`src/rtl/regfile_write_arbiter.sv`:
```
// Two-source register-file write arbiter (ALU priority, MEM anti-starvation); 1-cycle write latency.
// Backpressure: combinational one-hot ready; a denied source holds until granted.
module regfile_write_arbiter #(
  parameter int STARVE_LIMIT       = 3,
  parameter int REGISTER_FILE_SIZE = 32
) (
  input  logic        clk,
  input  logic        reset_n,
  input  logic        alu_valid,
  input  logic [5:0]  alu_id,
  input  logic [31:0] alu_data,
  output logic        alu_ready,
  input  logic        mem_valid,
  input  logic [5:0]  mem_id,
  input  logic [31:0] mem_data,
  output logic        mem_ready,
  output logic        write_en,
  output logic [5:0]  write_id,
  output logic [31:0] write_data,
  input  logic [5:0]  byp_id,
  output logic        byp_hit,
  output logic [31:0] byp_data
);

  localparam logic [3:0] LIMIT   = 4'(STARVE_LIMIT);
  localparam logic [6:0] RF_SIZE = 7'(REGISTER_FILE_SIZE);

  logic [3:0]  starve_cnt_q, starve_cnt_d;
  logic        write_en_q, write_en_d;
  logic [5:0]  write_id_q, write_id_d;
  logic [31:0] write_data_q, write_data_d;

  logic        starve;
  logic        alu_xfer, mem_xfer;
  logic [5:0]  sel_id;
  logic [31:0] sel_data;
  logic        sel_legal;

  // Ready is gated by reset so both handshakes are dead while reset is held.
  always_comb begin
    starve    = (starve_cnt_q == LIMIT);
    alu_ready = reset_n & alu_valid & ~starve;
    mem_ready = reset_n & mem_valid & (starve | ~alu_valid);
    alu_xfer  = alu_valid & alu_ready;
    mem_xfer  = mem_valid & mem_ready;
  end

  always_comb begin
    starve_cnt_d = starve_cnt_q;
    if (!mem_valid || mem_xfer) begin
      starve_cnt_d = 4'd0;
    end else if (starve_cnt_q < LIMIT) begin
      starve_cnt_d = starve_cnt_q + 4'd1;
    end
  end

  // x0 and out-of-range ids are accepted but never reach the write port.
  always_comb begin
    sel_id       = mem_xfer ? mem_id   : alu_id;
    sel_data     = mem_xfer ? mem_data : alu_data;
    sel_legal    = (sel_id != 6'd0) && ({1'b0, sel_id} < RF_SIZE);
    write_en_d   = (alu_xfer | mem_xfer) & sel_legal;
    write_id_d   = write_id_q;
    write_data_d = write_data_q;
    if (write_en_d) begin
      write_id_d   = sel_id;
      write_data_d = sel_data;
    end
  end

  always_ff @(posedge clk or negedge reset_n) begin
    if (!reset_n) begin
      starve_cnt_q <= 4'd0;
      write_en_q   <= 1'b0;
      write_id_q   <= 6'd0;
      write_data_q <= 32'd0;
    end else begin
      starve_cnt_q <= starve_cnt_d;
      write_en_q   <= write_en_d;
      write_id_q   <= write_id_d;
      write_data_q <= write_data_d;
    end
  end

  assign write_en   = write_en_q;
  assign write_id   = write_id_q;
  assign write_data = write_data_q;
  assign byp_hit    = write_en_q & (byp_id == write_id_q) & (byp_id != 6'd0);
  assign byp_data   = write_data_q;

endmodule

```
`config.mk`:
```
export PLATFORM = sky130hd
export DESIGN_NAME = regfile_write_arbiter
export DESIGN_NICKNAME = d
export VERILOG_FILES = /design/src/rtl/regfile_write_arbiter.sv
export SDC_FILE = /design/constraint.sdc
export NUM_CORES = 1
export LEC_CHECK = 0
export CORE_ASPECT_RATIO = 0.75
export CORE_MARGIN = 2
export CORE_UTILIZATION = 33
export DETAILED_ROUTE_END_ITERATION = 10
export GPL_TIMING_DRIVEN = 1
export PLACE_DENSITY = 0.88
export SLEW_MARGIN = 15
export SYNTH_ARGS = -nofsm -noshare
export SYNTH_HDL_FRONTEND = slang
export SYNTH_SLANG_ARGS = --single-unit
```
`constraint.sdc`:
```
create_clock -name clk -period 2.4 [get_ports clk]
set_input_delay 0.6 -clock clk [delete_from_list [all_inputs] [get_ports clk]]
set_output_delay 0.6 -clock clk [all_outputs]
set_load 0.05 [all_outputs]
```
==> results of run 1 <==
==> cells in the final DEF, fill, tap and decap left out, types with 3 or more instances in the layout <==
master           count
nor2_1               5
clkdlybuf4s50_1    146
buf_12               6
dfrtp_1             43
mux2_4              31
clkbuf_8             7
nand2_1              3
buf_6                4
xnor2_1              5
buf_4               18
dlygate4sd2_1        9
and3_1               3
mux2_2              40
==> worst min path at each step <==
stage	start	to
4_1_cts	reset_n	byp_data[25]$_DFFE_PN0P_
3_3_place_gp	byp_data[3]$_DFFE_PN0P_	byp_data[3]$_DFFE_PN0P_
6_report	reset_n	byp_data[27]$_DFFE_PN0P_
3_5_place_dp	byp_data[2]$_DFFE_PN0P_	byp_data[2]$_DFFE_PN0P_
5_1_grt	reset_n	byp_data[25]$_DFFE_PN0P_
2_1_floorplan	reset_n	byp_data[0]$_DFFE_PN0P_
==> cell usage after synthesis (all sizes together) <==
| cell type | instances | area share (%) |
|---|---|---|
| mux2 | 72 | 33 |
| dfrtp | 43 | 43 |
| buf | 38 | 11 |
| nor2 | 6 | 0.91 |
| xnor2 | 5 | 1.8 |
| and3 | 3 | 0.76 |
| clkbuf | 3 | 0.45 |
| nand2 | 3 | 0.45 |
| inv | 2 | 0.30 |
| nand3 | 2 | 0.40 |
| nand4 | 2 | 0.50 |
| nor2b | 2 | 0.50 |
| nor3 | 2 | 0.40 |
| o211ai | 2 | 0.61 |
| or3b | 2 | 0.71 |
| or4 | 2 | 0.61 |
| a2111oi | 1 | 0.61 |
| a211o | 1 | 0.35 |
| a21o | 1 | 0.30 |
| a21oi | 1 | 0.20 |
| a221oi | 1 | 0.61 |
| and2 | 1 | 0.25 |
| ha | 1 | 0.50 |
| mux2i | 1 | 0.40 |
| nor4 | 1 | 0.25 |
| o21ai | 1 | 0.20 |
| xor2 | 1 | 0.35 |
==> stage by stage <==
step | worst slack [ns] | power [W] | cell area [µm²]
finish | -0.0276 | 0.00383 | 4490
CTS | -0.00489 | 0.00377 | 4370
global placement | -0.335 | 0.00317 | 4100
floorplan | 0.0547 | 0.00254 | 2490
detailed placement | -0.401 | 0.00319 | 4100
global route | -0.0724 | 0.00398 | 4490
==> metal layers <==
metal | part of all wire [%] | up-vias | GRT usage (%)
met2 | 49 | 99 | 30.5
li1 | - | 982 | -
met5 | 0 | - | 0
met1 | 44 | 1017 | 22.3
met3 | 6.0 | 6 | 4.43
met4 | 1.0 | 0 | 3.92
==> power by group through the flow <==
stage	combinational (W)	sequential, W	clock [W]
final	0.00230	0.00103	0.000498
after global routing	0.00237	0.00106	0.000550
after CTS	0.00222	0.00103	0.000521
after detailed placement	0.00216	0.00103	0
after global placement	0.00214	0.00103	0
after floorplan	0.000965	0.00157	0
==> area by class of cell <==
cell class / instances / area share [%]
Inverter: 2 / 0.223
Multi-Input combinational cell: 114 / 28.4
Tap cell: 101 / 2.81
Timing Repair Buffer: 187 / 42.4
Clock buffer: 8 / 2.23
Sequential cell: 43 / 24.0
==> flip-flops by register name, summed over array words and instances (netlist names) <==
signal        count
write_en          1
byp_data         32
starve_cnt_q      4
write_id          6
==> kinds of logic after synthesis <==
family,synth area share [%]
adders and majority gates,0.505
DFF,43.4
muxes,33.1
xor gates and xnor gates,2.12
and+or+nand+nor,5.75
buffers and inverters,12.2
AOI/OAI and AO/OA,2.88
==> what timing repair did <==
item	CTS	global route
gates cloned	3	0
setup buffers	4	2
gates resized for setup	29	33
endpoints found under the setup margin	38	19
pin swaps	8	3
==> results by group, run 1 <==
Power
  – P_int: 0.00207 W
  – Switch Pwr: 0.00176 W
  – Sw Share: 45.9%
  – PwrDens: 853 nW/µm²
  – Maximum VDD drop: 0.000549 V
  – Reg power frac: 26.9%
  – Gate power share: 60.1%
  – Leak: 1.89 nW
  – Clk pwr share: 13.0%

Drt
  – Number of remaining DRC errors: 0
  – Avg WL per Cell: 15.9 µm
  – Antenna-violating nets left: 0
  – DR vias: 2104
  – Number of DRC markers in iteration 0: 29
  – Vias per inst: 4.62
  – Final WL: 7.23 mm
  – DR pass1 iterations: 4

Critical path
  – WP data arrival: 2.59 ns
  – R2r endpoint: byp_data[12]$_DFFE_PN0P_
  – Critical path, cell by cell: clkdlybuf4s50_1 > or4_1 > nor2_2 > a221oi_4 > buf_6 > buf_12 > buf_16 > mux2_4
  – Flop2flop setup slack: -0.01 ns
  – Crit-path slowest cell: or4_1
  – CP Class: in2reg
  – Buffers plus inverters on the worst setup path: 4
  – Stages on the worst setup path: 8
  – Setup crit end: byp_data[1]$_DFFE_PN0P_
  – Reg-to-Reg Start: starve_cnt_q[0]$_DFFE_PN0P_
  – Crit path launch type: primary input
  – Worst R2R Path Depth: 8
  – CP delay by family, top: buffers and inverters
  – CP Launch Point: alu_id[4]
  – Critical Path Fanout Max: 6
  – Crit end category: flip-flop
  – Critical Path RT: 2.57 ns
  – Worst path max stage delay: 0.57 ns

Yosys
  – Post-synth cell types: 32
  – Net Count, Synth: 287
  – Mapped Area: 2480 µm²
  – Synthesized area per cell: 12.4 µm²
  – #FFs+latches synth: 43
  – Sequential area share after synthesis: 43.4%
  – Yosys warnings: 0
  – Synth Instances: 200

Layout
  – N_diodes: 0
  – Fin util: 61.5%
  – Layout Cells excl Fill: 455
  – Layout cells sized above 1: 33.9%
  – Sequential cell area: 1080 µm²
  – Layout Area Growth over Synthesis: 81.1%
  – Fillcell total: 595
  – Nets: 440
  – Multi-input gate area: 1270 µm²

Global routing
  – Total gr overflow: 0
  – Initial antenna violation count: 0
  – Gr usage total: 17.6%
  – Largest net degree at the start of global routing: 28
  – Number of global-route vias before repair: 2273
  – First-pass GRT wire length: 11.4 mm

Timing
  – Final Hold Vio Count: 0
  – Final setup fails: 13
  – Hold_ws: 0.313 ns
  – Final worst-path setup slack: -0.0276 ns
  – Slew HR: 64.5%
  – RSZ-0062 raised after global routing: true
  – Slew @ Worst Pin: 0.531 ns
  – Post-route setup TNS: -0.268 ns
  – Fin Clk Skew: 0.00848 ns
  – Final period utilization: 101%
  – Fmax: 0.412 GHz
  – Tmin final: 2.43 ns
  – Max Slew Vio Count: 0

Die
  – # IOs: 160
  – Die area: 8230 µm²
  – Initial core utilization: 34.0%
  – DIE HEIGHT: 79.1 µm
  – Core Footprint: 7300 µm²
  – Row count: 27
  – Die X: 104 µm

Clock tree
  – CTS Buf Count: 5
  – Clock Sinks: 43
  – # hold bufs at CTS: 0
  – CTS clk-pin slew, worst paths: 0.08 ns
  – Max Root-Sink Buffers: 2
  – Htree depth: 2
  – Clk_lat worst skew: 0.28 ns
  – Root Driver: clkbuf_8
  – CTS tree: built

Placed design
  – Placed Instances: 439
  – RePlAce Congestion: 0.824
  – HPWL Detailed: 5.26 mm
  – Input/output buffers: 159

Job
  – Max-Cap Viols: 0

Run status
  – Run status: finished with violations
  – Failing checks: negative setup slack

Worst hold path
  – Hold WC Path Type: in2async
No activity file was read; power rests on OpenSTA's default activity.
==> run 2, diff against run 1 <==
--- a/config.mk
+++ b/config.mk
@@ -5,12 +5,13 @@
 export SDC_FILE = /design/constraint.sdc
 export NUM_CORES = 1
 export LEC_CHECK = 0
+export ABC_AREA = 1
 export CORE_ASPECT_RATIO = 0.75
 export CORE_MARGIN = 2
-export CORE_UTILIZATION = 33
+export CORE_UTILIZATION = 38
 export DETAILED_ROUTE_END_ITERATION = 10
 export GPL_TIMING_DRIVEN = 1
-export PLACE_DENSITY = 0.88
+export PLACE_DENSITY = 0.93
 export SLEW_MARGIN = 15
 export SYNTH_ARGS = -nofsm -noshare
 export SYNTH_HDL_FRONTEND = slang
==> constraint.sdc (replaced) <==
create_clock -name clk -period 2.3 [get_ports clk]
set_input_delay 0.575 -clock clk [delete_from_list [all_inputs] [get_ports clk]]
set_output_delay 0.575 -clock clk [all_outputs]
set_load 0.05 [all_outputs]
==> run 2 against run 1 <==
The run now ends clean. Sequential share of layout area rose by 1.2 points. Largest power group unchanged. Worst setup slack improved by 0.070 ns. Count of clock-buffer cells in the layout fell by 2. Global-route usage rose by 2.7 points. Flip-flop and latch count did not move. Clock skew fell by 0.0012 ns. Via count rose by 32%. Critical path type is now in2out. Power fell by 4.8%. Synthesized cell count rose by 87%. Synthesized area rose by 6.5%. Non-clock buffer count fell by 13. Die area fell by 7.2%.
==> results by group, run 2 <==
Run status
  – Run status: completed

Yosys
  – #FFs+latches synth: 43
  – Mapped Area: 2640 µm²
  – Area share of the largest cell type after synthesis: 40.8%
  – Yosys warnings: 0
  – Post-synth cell types: 26
  – Post-synth EDFFs: 0
  – Most used flip-flop cell after synthesis: dfrtp_1
  – Synth area leaders: dfrtp_1 (41%), nand2_1 (27%), buf_4 (10%), nand3_1 (7.6%), inv_1 (3.1%)
  – Most numerous cell in the Yosys netlist: nand2_1
  – Synthesized area per cell: 7.06 µm²
  – Net Count, Synth: 461
  – Sequential area share after synthesis: 40.8%
  – Top cells by count, synth: nand2_1 (187), dfrtp_1 (43), nand3_1 (40), buf_4 (35), inv_1 (22)
  – Synth Instances: 374
  – FFs w/ async S/R, synth: 100%
  – Yosys top cell by area: dfrtp_1

Global routing
  – Total gr overflow: 0
  – Number of global-route vias before repair: 2672
  – Initial antenna violation count: 0
  – First-pass GRT wire length: 12.6 mm
  – Gr usage total: 20.3%
  – Largest net degree at the start of global routing: 38

Drt
  – DR vias: 2770
  – DR pass1 iterations: 4
  – Avg WL per Cell: 13.3 µm
  – Final WL: 7.85 mm
  – Antenna-violating nets left: 0
  – Number of remaining DRC errors: 0
  – Number of DRC markers in iteration 0: 74
  – Vias per inst: 4.69

Layout
  – Layout cells sized above 1: 8.70%
  – N_diodes: 0
  – Max FFs per register: 32
  – Commonest non-fill, non-tap cells in the layout: nand2_1 (187), clkdlybuf4s50_1 (150), dfrtp_1 (43), nand3_1 (40), inv_1 (21)
  – Most common cell after layout, fill and taps aside: nand2_1
  – Layout Area Growth over Synthesis: 62.2%
  – Nets: 593

Power
  – Clk pwr share: 15.2%
  – Gate power share: 56.2%
  – Reg power frac: 28.6%
  – Leak: 2.15 nW
  – Maximum VDD drop: 0.000522 V
  – Total power: 0.00365 W
  – Switch Pwr: 0.00171 W
  – Sw Share: 46.8%
  – P_int: 0.00194 W
  – PwrDens: 852 nW/µm²

Critical path
  – CP Class: in2out
  – R2r endpoint: write_id[5]$_DFFE_PN0P_
  – Critical Path Fanout Max: 2
  – Worst R2R Path Depth: 11
  – Flop2flop setup slack: 0.41 ns
  – WP data arrival: 1.68 ns
  – Reg-to-Reg Start: starve_cnt_q[0]$_DFFE_PN0P_
  – Crit end category: output pin
  – Crit path launch type: primary input
  – Critical Path RT: 1.73 ns

Timing
  – RSZ-0062 raised after global routing: false
  – Fin Clk Skew: 0.00723 ns
  – Hold_ws: 0.280 ns
  – Max Slew Vio Count: 0
  – Final worst-path setup slack: 0.0424 ns
  – Post-route setup TNS: 0 ns
  – Slew HR: 65.1%
  – Slew @ Worst Pin: 0.522 ns
  – Fmax: 0.443 GHz
  – Final period utilization: 98.2%
  – Tmin final: 2.26 ns
  – Final Hold Vio Count: 0
  – Final setup fails: 0

Clock tree
  – Clock Sinks: 43
  – Clk_lat worst skew: 0.28 ns
  – Max Root-Sink Buffers: 2
  – CTS clk-pin slew, worst paths: 0.08 ns
  – Htree depth: 2
  – Root Driver: clkbuf_8
  – # hold bufs at CTS: 0
  – CTS tree: built
  – CTS Buf Count: 5

Placed design
  – Place WS: -0.275 ns
  – HPWL Detailed: 6.22 mm
  – RePlAce Congestion: 0.836
  – Input/output buffers: 159

Die
  – Row count: 26
  – # IOs: 160
  – DIE HEIGHT: 76.2 µm
  – Core Footprint: 6770 µm²
  – Initial core utilization: 39.0%
  – Die X: 100 µm
  – Die area: 7630 µm²

Job
  – Max-Cap Viols: 0

Worst hold path
  – Hold WC Path Type: in2async
[run 2: cell types whose count changed after synthesis, sizes merged, moves of 2 or more]
| cell | delta |
|---|---|
| nor2b | -2 |
| or3b | -2 |
| nand3b | +2 |
| nand2 | +188 |
| mux2 | -72 |
| buf | +5 |
| inv | +21 |
| clkbuf | +3 |
| nor2 | +4 |
| nand3 | +38 |
| o211ai | -2 |
| and3 | -3 |
[run 2: layout make-up]
type,instances,area [µm²]
fill,597,2490
timing repair buffer,174,1750
multi-input combinational,259,1160
sequential,43,1080
tap,84,105
inverter,23,86.3
clock buffer,6,72.6
clock inverter,1,30.0
[run 2: worst max path at each step]
stage	start	endpoint	slack, ns	cells after the start
5_1_grt	byp_id[4]	byp_hit	0.003	5
3_5_place_dp	byp_id[0]	byp_hit	-0.28	5
2_1_floorplan	starve_cnt_q[0]$_DFFE_PN0P_	byp_data[10]$_DFFE_PN0P_	0.08	12
6_report	byp_id[4]	byp_hit	0.04	5
3_3_place_gp	byp_id[0]	byp_hit	-0.19	5
4_1_cts	byp_id[4]	byp_hit	0.02	5
[run 2: layer usage]
metal,up-vias,part of all wire [%],GRT usage (%)
li1,1373,-,-
met1,1251,39,24.3
met2,131,51,36.3
met3,15,8.8,4.22
met4,0,1.9,6.30
met5,-,0,0
[run 2: power groups by stage]
stage / registers, W / clock network (W) / logic [W]
floorplan: 0.00155 / 0 / 0.000919
global placement: 0.00105 / 0 / 0.00202
detailed placement: 0.00106 / 0 / 0.00205
CTS: 0.00104 / 0.000574 / 0.00206
global route: 0.00107 / 0.000607 / 0.00214
finish: 0.00104 / 0.000554 / 0.00205
[run 2: per-stage QoR]
stage | cells | instance area (µm²) | util (%)
after global routing | 590 | 4280 | 63.3
after global placement | 583 | 4160 | 61.5
after floorplan | 374 | 2640 | -
final | 590 | 4280 | 63.3
after detailed placement | 583 | 4160 | 61.5
after CTS | 590 | 4290 | 63.4
[run 2: timing repair]
| item | in CTS | in global routing |
|---|---|---|
| endpoints found under the setup margin | 1 | 1 |
| resized for setup | 16 | 3 |
| endpoints found under the hold margin | 0 | 0 |
| setup buffers | 0 | 0 |
| pin swaps | 7 | 4 |
[run 2: cell families after synthesis]
family,Yosys count,share of synthesized area [%]
and+or+nand+nor,248,38.8
buffers and inverters,72,16.5
DFF,43,40.8
xor gates and xnor gates,6,1.99
AOI/OAI and AO/OA,4,1.42
adders and majority gates,1,0.474
[run 2: worst max-delay path, stage by stage]
cell and delay (ns):
clkdlybuf4s50_1 0.57, xnor2_1 0.14, nand4_1 0.12, nor2_2 0.11, buf_6 0.16
==> run 3, diff against run 2 <==
--- a/config.mk
+++ b/config.mk
@@ -8,10 +8,11 @@
 export ABC_AREA = 1
 export CORE_ASPECT_RATIO = 0.75
 export CORE_MARGIN = 2
-export CORE_UTILIZATION = 38
+export CORE_UTILIZATION = 45
 export DETAILED_ROUTE_END_ITERATION = 10
+export DONT_BUFFER_PORTS = 1
 export GPL_TIMING_DRIVEN = 1
-export PLACE_DENSITY = 0.93
+export PLACE_DENSITY = 0.61
 export SLEW_MARGIN = 15
 export SYNTH_ARGS = -nofsm -noshare
 export SYNTH_HDL_FRONTEND = slang
==> run 3 against run 2 <==
Critical path depth down 1. Final area down 32%. Non-clock buffer count down 126. Highest routed layer unchanged. Worst setup slack better by 0.10 ns. Power down 15%.
==> results by group, run 3 (same netlist as run 2, synthesis figures left out) <==
Critical path
  – CP Class: reg2out
  – Crit path launch type: flip-flop
  – Worst path max stage delay: 0.69 ns
  – Critical Path Fanout Max: 3
  – CP delay by family, top: flip-flops
  – WP data arrival: 1.58 ns
  – Buffers plus inverters on the worst setup path: 1
  – Crit-path slowest cell: dfrtp_1
  – Crit end category: output pin
  – Critical Path RT: 1.73 ns
  – Critical path, cell by cell: xnor2_1 > nand4_1 > nor2_2 > buf_12

Clock tree
  – CTS Buf Count: 5
  – Htree depth: 2
  – Clock Sinks: 43
  – Max Root-Sink Buffers: 2
  – Clk_lat worst skew: 0.29 ns
  – Post-CTS Setup Bufs: 0
  – CTS tree: built
  – CTS clk-pin slew, worst paths: 0.08 ns
  – Root Driver: clkbuf_8

Die
  – Die X: 92.4 µm
  – DIE HEIGHT: 70.3 µm
  – # IOs: 160
  – Initial core utilization: 46.0%
  – Row count: 24
  – Core Footprint: 5740 µm²
  – Die area: 6500 µm²

Placed design
  – HPWL Detailed: 4.30 mm
  – Input/output buffers: 0
  – RePlAce Congestion: 0.729

Global routing
  – Total gr overflow: 0
  – First-pass GRT wire length: 9.56 mm
  – Initial antenna violation count: 0
  – GR Util met2: 30.1%
  – Gr usage total: 18.7%
  – GR peak layer: met2
  – Largest net degree at the start of global routing: 44
  – Number of global-route vias before repair: 2047
  – Met1 usage: 24.2%
  – Met3 Use GR: 4.64%

Power
  – Clk pwr share: 15.7%
  – Maximum VDD drop: 0.000403 V
  – P_int: 0.00146 W
  – Total power: 0.00309 W
  – Switch Pwr: 0.00163 W
  – Leak: 1.68 nW
  – Reg power frac: 31.5%
  – PwrDens: 1060 nW/µm²
  – Sw Share: 52.6%
  – Gate power share: 52.8%

Drt
  – DR vias: 2219
  – Vias per inst: 4.84
  – DR pass1 iterations: 4
  – Number of DRC markers in iteration 0: 44
  – Avg WL per Cell: 12.9 µm
  – Final WL: 5.89 mm
  – Number of remaining DRC errors: 0
  – Antenna-violating nets left: 0

Layout
  – Layout cells sized above 1: 17.4%
  – Fin util: 50.6%
  – Nets: 467
  – Max FFs per register: 32
  – Most common cell after layout, fill and taps aside: nand2_1
  – N_diodes: 0
  – Commonest non-fill, non-tap cells in the layout: nand2_1 (187), buf_4 (45), dfrtp_1 (43), nand3_1 (40), inv_1 (22)
  – Fillcell total: 575
  – Layout Area Growth over Synthesis: 9.91%
  – Sequential cell area: 1080 µm²
  – Multi-input gate area: 1150 µm²

Timing
  – Final setup fails: 0
  – Slew @ Worst Pin: 0.539 ns
  – Max Slew Vio Count: 0
  – Slew HR: 64.1%
  – Fin Clk Skew: 0.00604 ns
  – Fmax: 0.464 GHz
  – Tmin final: 2.16 ns
  – Post-route setup TNS: 0 ns
  – Final period utilization: 93.7%
  – RSZ-0062 raised after global routing: false
  – Final Hold Vio Count: 0

Job
  – Max-Cap Viols: 0

Worst hold path
  – Hold WC Path Type: in2async

Run status
  – Run status: completed
## run 3: repair_timing
action	CTS	global route
resized for setup	0	1
endpoints found under the hold margin	43	0
setup endpoints to repair	0	22
hold buffers	1	0
## run 3: area by class of cell
class,count,share of cell area [%]
Timing Repair Buffer,48,14.0
Tap cell,78,3.36
Clock inverter,1,0.173
Sequential cell,43,37.1
Inverter,23,2.98
Clock buffer,6,2.85
Multi-Input combinational cell,259,39.6
## run 3: power by group through the flow
| stage | Sequential (W) | Clock [W] | Combinational, W |
|---|---|---|---|
| floorplan | 0.00155 | 0 | 0.000919 |
| global placement | 0.000988 | 0 | 0.00161 |
| detailed placement | 0.000991 | 0 | 0.00162 |
| CTS | 0.000976 | 0.000510 | 0.00164 |
| global route | 0.000991 | 0.000537 | 0.00172 |
| finish | 0.000974 | 0.000483 | 0.00163 |
## run 3: path summary, 6_finish.rpt
path,cells past startpoint,end,slack [ns],from
setup / recovery,4,byp_hit,0.14,write_id[5]$_DFFE_PN0P_
min in group clk,2,starve_cnt_q[2]$_DFFE_PN0P_,0.47,mem_valid
hold reg to reg,2,byp_data[18]$_DFFE_PN0P_,0.48,byp_data[18]$_DFFE_PN0P_
max in group asynchronous,1,byp_data[15]$_DFFE_PN0P_,1.98,reset_n
hold / removal,1,byp_data[20]$_DFFE_PN0P_,0.12,reset_n
setup reg to reg,12,byp_data[14]$_DFFE_PN0P_,0.26,starve_cnt_q[0]$_DFFE_PN0P_
## run 3: through the flow
step | area (µm²) | setup WS [ns] | std cells | hold WS [ns]
after floorplan | 2640 | 0.0827 | 374 | 0.279
after global placement | 2780 | 0.242 | 450 | 0.281
after detailed placement | 2780 | 0.165 | 450 | 0.280
after CTS | 2890 | 0.102 | 458 | 0.116
after global routing | 2900 | 0.0183 | 458 | 0.123
final | 2900 | 0.145 | 458 | 0.122
## run 3: per-layer routing
| metal | vias up | part of all wire, % |
|---|---|---|
| met3 | 9 | 6.3 |
| met1 | 996 | 46 |
| met5 | - | 0 |
| li1 | 1127 | - |
| met2 | 87 | 46 |
| met4 | 0 | 1.1 |
